`src/rtl/line_buffer_ctrl.sv`:
```
// Round-robin write steering and 3x3 window read control for four line buffers.
// Three stored lines feed the window while the fourth buffer keeps filling.
module line_buffer_ctrl #(
    parameter int DATA_WIDTH = 8,
    parameter int IMG_WIDTH  = 512
) (
    input  logic                    clk,
    input  logic                    rst,
    input  logic [DATA_WIDTH-1:0]   inPixel,
    input  logic                    inPixelValid,
    output logic                    inPixelReady,
    output logic [DATA_WIDTH-1:0]   lbPixel,
    output logic [3:0]              lbWrValid,
    output logic [3:0]              lbRdReady,
    input  logic [12*DATA_WIDTH-1:0] lbOut,
    output logic [9*DATA_WIDTH-1:0] outWindow,
    output logic                    windowValid,
    input  logic                    windowReady,
    output logic                    lineDoneIrq,
    output logic                    dbgState
);
    // Handshakes: a transfer happens on a rising edge where valid and ready
    // are both high; valid never depends on ready on the same interface.

    localparam int FILL_W = $clog2(4*IMG_WIDTH+1);
    localparam int PIX_W  = $clog2(IMG_WIDTH);
    localparam logic [FILL_W-1:0] FULL     = FILL_W'(4*IMG_WIDTH);
    localparam logic [FILL_W-1:0] THREE    = FILL_W'(3*IMG_WIDTH);
    localparam logic [FILL_W-1:0] LINE     = FILL_W'(IMG_WIDTH);
    localparam logic [PIX_W-1:0]  LAST_PIX = PIX_W'(IMG_WIDTH-1);
    localparam int ROW_W = 3*DATA_WIDTH;

    typedef enum logic {IDLE = 1'b0, READ = 1'b1} state_t;

    state_t              state;
    logic [1:0]          wr_buf_sel;
    logic [PIX_W-1:0]    wr_pix_cnt;
    logic [1:0]          rd_buf_sel;
    logic [PIX_W-1:0]    rd_pix_cnt;
    logic [FILL_W-1:0]   fill_cnt;
    logic                line_done;

    logic                wr_fire;
    logic                rd_fire;
    logic                last_rd;
    logic                reading;
    logic [FILL_W-1:0]   fill_next;
    logic [1:0]          rd_sel1;
    logic [1:0]          rd_sel2;

    // Ready is held low during reset so no write can leak into a buffer.
    assign inPixelReady = ~rst & (fill_cnt < FULL);
    assign wr_fire      = inPixelValid & inPixelReady;
    assign reading      = (state == READ);
    assign rd_fire      = reading & windowReady;
    assign last_rd      = rd_fire & (rd_pix_cnt == LAST_PIX);
    assign fill_next    = fill_cnt + {{(FILL_W-1){1'b0}}, wr_fire} - (last_rd ? LINE : '0);
    assign rd_sel1      = rd_buf_sel + 2'd1;
    assign rd_sel2      = rd_buf_sel + 2'd2;

    assign lbPixel     = inPixel;
    assign windowValid = reading;
    assign lineDoneIrq = line_done;
    assign dbgState    = state;

    function automatic logic [ROW_W-1:0] row_of(input logic [12*DATA_WIDTH-1:0] bufs,
                                                input logic [1:0] idx);
        int unsigned base;
        base = 32'(idx) * ROW_W;
        return bufs[base +: ROW_W];
    endfunction

    always_comb begin
        lbWrValid = '0;
        lbRdReady = '0;
        outWindow = '0;
        if (wr_fire)
            lbWrValid[wr_buf_sel] = 1'b1;
        if (rd_fire) begin
            lbRdReady[rd_buf_sel] = 1'b1;
            lbRdReady[rd_sel1]    = 1'b1;
            lbRdReady[rd_sel2]    = 1'b1;
        end
        if (reading)
            outWindow = {row_of(lbOut, rd_buf_sel), row_of(lbOut, rd_sel1), row_of(lbOut, rd_sel2)};
    end

    always_ff @(posedge clk or posedge rst) begin
        if (rst) begin
            state      <= IDLE;
            wr_buf_sel <= '0;
            wr_pix_cnt <= '0;
            rd_buf_sel <= '0;
            rd_pix_cnt <= '0;
            fill_cnt   <= '0;
            line_done  <= 1'b0;
        end else begin
            if (wr_fire) begin
                if (wr_pix_cnt == LAST_PIX) begin
                    wr_pix_cnt <= '0;
                    wr_buf_sel <= wr_buf_sel + 2'd1;
                end else begin
                    wr_pix_cnt <= wr_pix_cnt + PIX_W'(1);
                end
            end
            if (rd_fire) begin
                if (last_rd) begin
                    rd_pix_cnt <= '0;
                    rd_buf_sel <= rd_buf_sel + 2'd1;
                end else begin
                    rd_pix_cnt <= rd_pix_cnt + PIX_W'(1);
                end
            end
            line_done <= last_rd;
            fill_cnt  <= fill_next;
            // Staying in READ across a line end keeps back-to-back lines gap-free.
            case (state)
                IDLE: if (fill_cnt >= THREE) state <= READ;
                READ: if (last_rd && (fill_next < THREE)) state <= IDLE;
                default: state <= IDLE;
            endcase
        end
    end
endmodule

```
`config.mk`:
```
export PLATFORM = sky130hd
export DESIGN_NAME = line_buffer_ctrl
export DESIGN_NICKNAME = d
export VERILOG_FILES = /design/src/rtl/line_buffer_ctrl.sv
export SDC_FILE = /design/constraint.sdc
export NUM_CORES = 1
export LEC_CHECK = 0
export ABC_AREA = 1
export CORE_MARGIN = 3
export CORE_UTILIZATION = 52
export CTS_CLUSTER_SIZE = 16
export DETAILED_ROUTE_END_ITERATION = 10
export DONT_BUFFER_PORTS = 1
export PLACE_DENSITY_LB_ADDON = 0.05
export SYNTH_ARGS = -nofsm -noshare
export SYNTH_HDL_FRONTEND = slang
export SYNTH_SLANG_ARGS = --single-unit
export TNS_END_PERCENT = 20
```
`constraint.sdc`:
```
create_clock -name clk -period 3.7 [get_ports clk]
set_input_delay 1.11 -clock clk [delete_from_list [all_inputs] [get_ports clk]]
set_output_delay 1.11 -clock clk [all_outputs]
set_load 0.1 [all_outputs]
```
==> results <==
- The number of DRC violations after detailed routing is 0.
- Buffers inserted to repair hold after CTS numbered 0.
- The average vias per placed instance is 5.68.
- The number of endpoints with negative hold slack in the final report came to 0.
- The synthesized area divided by synthesized cell count is between 5 and 6 µm².
- The mux contribution to synthesized area is 0%.
- Yosys printed 0 warnings.
- Counting I/O delays and the setup requirement, the final critical path takes ~3.3 ns.
- The area of the die is 9880 µm².
- In the synthesized netlist the dominant register cell turns out to be sky130_fd_sc_hd__dfrtp_1.
- The final core utilization is roughly three quarters.
- Global routing consumed, over all layers together, between 20 and 30% of the routing resources.
- The count of vias placed by the detailed router is between 5000 and 6000.
- The sort of element at the end of the critical path is an output pin.
- The critical path startpoint is rd_buf_sel[0]$_DFFE_PP0P_.
- The adder and majority gate portion of the synthesized area is a little under 9%.
- CTS saw 36 sinks.
- The arrival time of the worst setup path is about 2.2 ns.
- After synthesis the netlist holds a flip-flop and latch count of 36.
- The fraction of layout instances using a drive strength above 1 is 26.8%.
- The global placement routability congestion is 0.906.
- After the first detailed-routing iteration, the DRC count stood at 291.
- The post-synthesis cell type count is 33.
- The number of antenna violations at the first check in global routing was 0.
- The total detailed-routing wirelength is 14.2 mm.
- The via count of the first global-routing pass is ~4800.
- In this run, synthesis inferred 0 flip-flops with an integrated enable.
- Summed over all layers, the global routing overflow is 0.
- The width of the die is 99.4 µm.
- Of the available clock period, the critical path in the final layout requires about nine tenths.
- The peak clock frequency supported by timing is roughly 0.31 GHz.
- The number of top-level design ports is 200.
- Entering global routing, the biggest net connects ~200 pins.
- The critical path is of the flip-flop to output pin type.
- The number of CTS-inserted buffers is 5.
- The post-synthesis cell area is roughly 4500 µm².
- The tree is rooted in a sky130_fd_sc_hd__clkbuf_8.
- The start of the worst register-to-register path is rd_pix_cnt[3]$_DFFE_PP0P_.
- The async set-or-reset flop fraction in the synthesized netlist is 100%.
- The number of post-CTS setup repair buffers is 0.
- The total number of H-tree levels is 2.
- The post-synthesis sequential area ratio is between 15 and 20%.
- The CTS tree is yes.
- In this run the worst hold path is classified as flip-flop to flip-flop.
- Sorting the synthesized cells by how often they occur yields sky130_fd_sc_hd__nand2_1, sky130_fd_sc_hd__o21ai_0, sky130_fd_sc_hd__nor2_1.
- Clock latency on the worst-skew pair, taken at its later pin, is approximately 0.30 ns.
- The setup check on the worst reg-to-reg path leaves a slack of about 0.5 ns.
- The floorplan step defined a core boundary enclosing ~8300 µm².
- The max-slew violation total from the final report came to 0.
- In this design, the stage delay of the slowest critical-path cell is about 0.5 ns.
- Counting every instance in the synthesized netlist gives about 760.
- The worst relative slew slack is roughly 34%.
- Setup repair after global routing left no endpoint under its margin.
- In this run, placement finished with an instance count of between 800 and 900.
- The run finished with clean final reports.
- After Yosys synthesis, XOR and XNOR cells account for 1.93% of the synthesized area.
- The detail route stage leaves a number of antenna-violating nets equal to 0.
- Setup violations remaining at the end of the flow were counted as 0.
- The critical path ends at outWindow[27].
- The total nets after synthesis is between 800 and 900.
- After clock tree synthesis, the clock-pin slew on the worst setup and hold paths is 0.08 ns.
- The area added between synthesis and finish is 41.0%.
- The dominant cell by count in the synthesized netlist is sky130_fd_sc_hd__nand2_1.
- The worst register-to-register path has a depth of 17.
- The share of synthesized cell area in and, or, nand and nor gates is about 27%.
- Of all nets on the critical path, the largest fanout is 34.
- In the final design database the tool counted about 940 nets.
- Summed over all instances, the cell type with the most area after synthesis is sky130_fd_sc_hd__dfrtp_1.
- The die is about 99 µm tall.
- After legalization and detailed placement, the total HPWL measured ~11 mm.
- Yosys attributes the largest share of cell area to sky130_fd_sc_hd__dfrtp_1, sky130_fd_sc_hd__o21ai_0, sky130_fd_sc_hd__nand2_1, sky130_fd_sc_hd__nor2_1, sky130_fd_sc_hd__ha_1.
- The startpoint class of the critical path is a flip-flop.
- The filler cells instantiated in the layout total roughly 630.
- Clock skew on the completed layout was measured at roughly 0.0054 ns.
- At the worst endpoint, the required time is about 2.6 ns.
- The number of rows created at floorplan is 33.
- The number of gates given a new drive strength after cts is 0.
- The number of max-capacitance violations reported is 0.
- For the pin with the worst max-slew slack, the measured transition is slightly below 1 ns.
- The reg-to-reg endpoint is dbgState$_DFF_PP0_.
- The signal on the critical path passes through inv_1, ha_1, buf_4, a21oi_1, o21ai_0, a21oi_2, buf_12.
- The deepest clock path buffer count is 2.
- In the final routed layout, each cell accounts on average for ~16 µm.
- The first global-routing pass estimated ~23 mm of wire.
- The count of cells in the finished layout, fillers not included, comes to roughly 900.
- The effective utilization at floorplan is about 54%.
- The number of diodes is 0.
- The total iterations of the first detailed-routing run is 5.
- The main combinational cell family by area after synthesis is simple AND/OR/NAND/NOR gates.
- The portion of synthesized cell area occupied by the leading cell type is approximately a fifth.
- On the critical path, the stage with the largest delay is an instance of sky130_fd_sc_hd__dfrtp_4.
- In this run the tool buffered the top-level ports with 0 buffer cells.
- The synthesized-area fraction occupied by ao, oa, aoi and oai cells is approximately a quarter.
[worst max-delay path: cells and delay by family (launching register included)]
kind                     cells  cell delay, ns
flip-flops                   1            0.50
buffers and inverters        3            0.54
AO/OA/AOI/OAI                3            0.53
adder cells (fa/ha/maj)      1            0.25
[state kept, by name (all words and copies together) (netlist names)]
register,cells
fill_cnt,12
rd_pix_cnt,9
lineDoneIrq,1
rd_buf_sel,2
dbgState,1
wr_buf_sel,2
wr_pix_cnt,9
[worst min path at each step]
stage / startpoint / end / cells after the start
CTS: rd_pix_cnt[5]$_DFFE_PP0P_ / rd_pix_cnt[6]$_DFFE_PP0P_ / 1
global placement: rd_pix_cnt[5]$_DFFE_PP0P_ / rd_pix_cnt[6]$_DFFE_PP0P_ / 1
detailed placement: rd_pix_cnt[5]$_DFFE_PP0P_ / rd_pix_cnt[6]$_DFFE_PP0P_ / 1
finish: rd_pix_cnt[5]$_DFFE_PP0P_ / rd_pix_cnt[6]$_DFFE_PP0P_ / 1
global route: rd_pix_cnt[5]$_DFFE_PP0P_ / rd_pix_cnt[6]$_DFFE_PP0P_ / 1
floorplan: rd_pix_cnt[5]$_DFFE_PP0P_ / rd_pix_cnt[6]$_DFFE_PP0P_ / 1
[layout make-up]
cell class,count,area (µm²),share of cell area [%]
clock inverters,3,23.8,0.372
inverters,111,418,6.54
flip-flops and latches,36,908,14.2
multi-input cells,557,3170,49.5
clock buffers,5,68.8,1.08
well taps,105,131,2.06
repair buffers,90,1680,26.2
[metrics by stage]
step | cell area, µm² | hold slack (ns) | setup WS, ns | TNS (ns)
final | 6390 | 0.464 | 0.431 | 0
after detailed placement | 6300 | 0.453 | 0.420 | 0
after floorplan | 4590 | 0.423 | -0.536 | -13.87
after global routing | 6390 | 0.503 | 0.225 | 0
after CTS | 6390 | 0.463 | 0.468 | 0
after global placement | 6300 | 0.447 | 0.607 | 0
[metal layers]
metal | GRT usage (%) | part of all wire (%) | vias to the layer above
met5 | 0 | 0 | -
met4 | 7.35 | 1.8 | 0
met3 | 4.21 | 7.1 | 23
met2 | 51.5 | 53 | 220
met1 | 33.4 | 38 | 2393
li1 | - | - | 2517
[cell families (layout without fill, tap and decap cells)]
kind of cell / after synthesis / count (layout)
buf+inv: 164 / 209
simple gates: 291 / 291
flops: 36 / 36
fa+ha+maj: 32 / 32
xor+xnor: 10 / 10
compound gates: 224 / 224
[placed cells by master, fill, tap and decap left out, drive strengths merged, types with 2 or more instances in the layout]
master,count
nand2,135
o21ai,131
nor2,128
inv,110
buf,90
a21oi,61
dfrtp,36
ha,32
o211ai,24
nand3,15
xor2,7
nor3,6
nand4,5
clkbuf,5
a31oi,3
xnor2,3
nor3b,2
a211oi,2
clkinvlp,2
clkinv,2
Power is left out: the tool's default activity adds up to more than one toggle a clock period on the data nets, which glitch-free logic cannot reach.
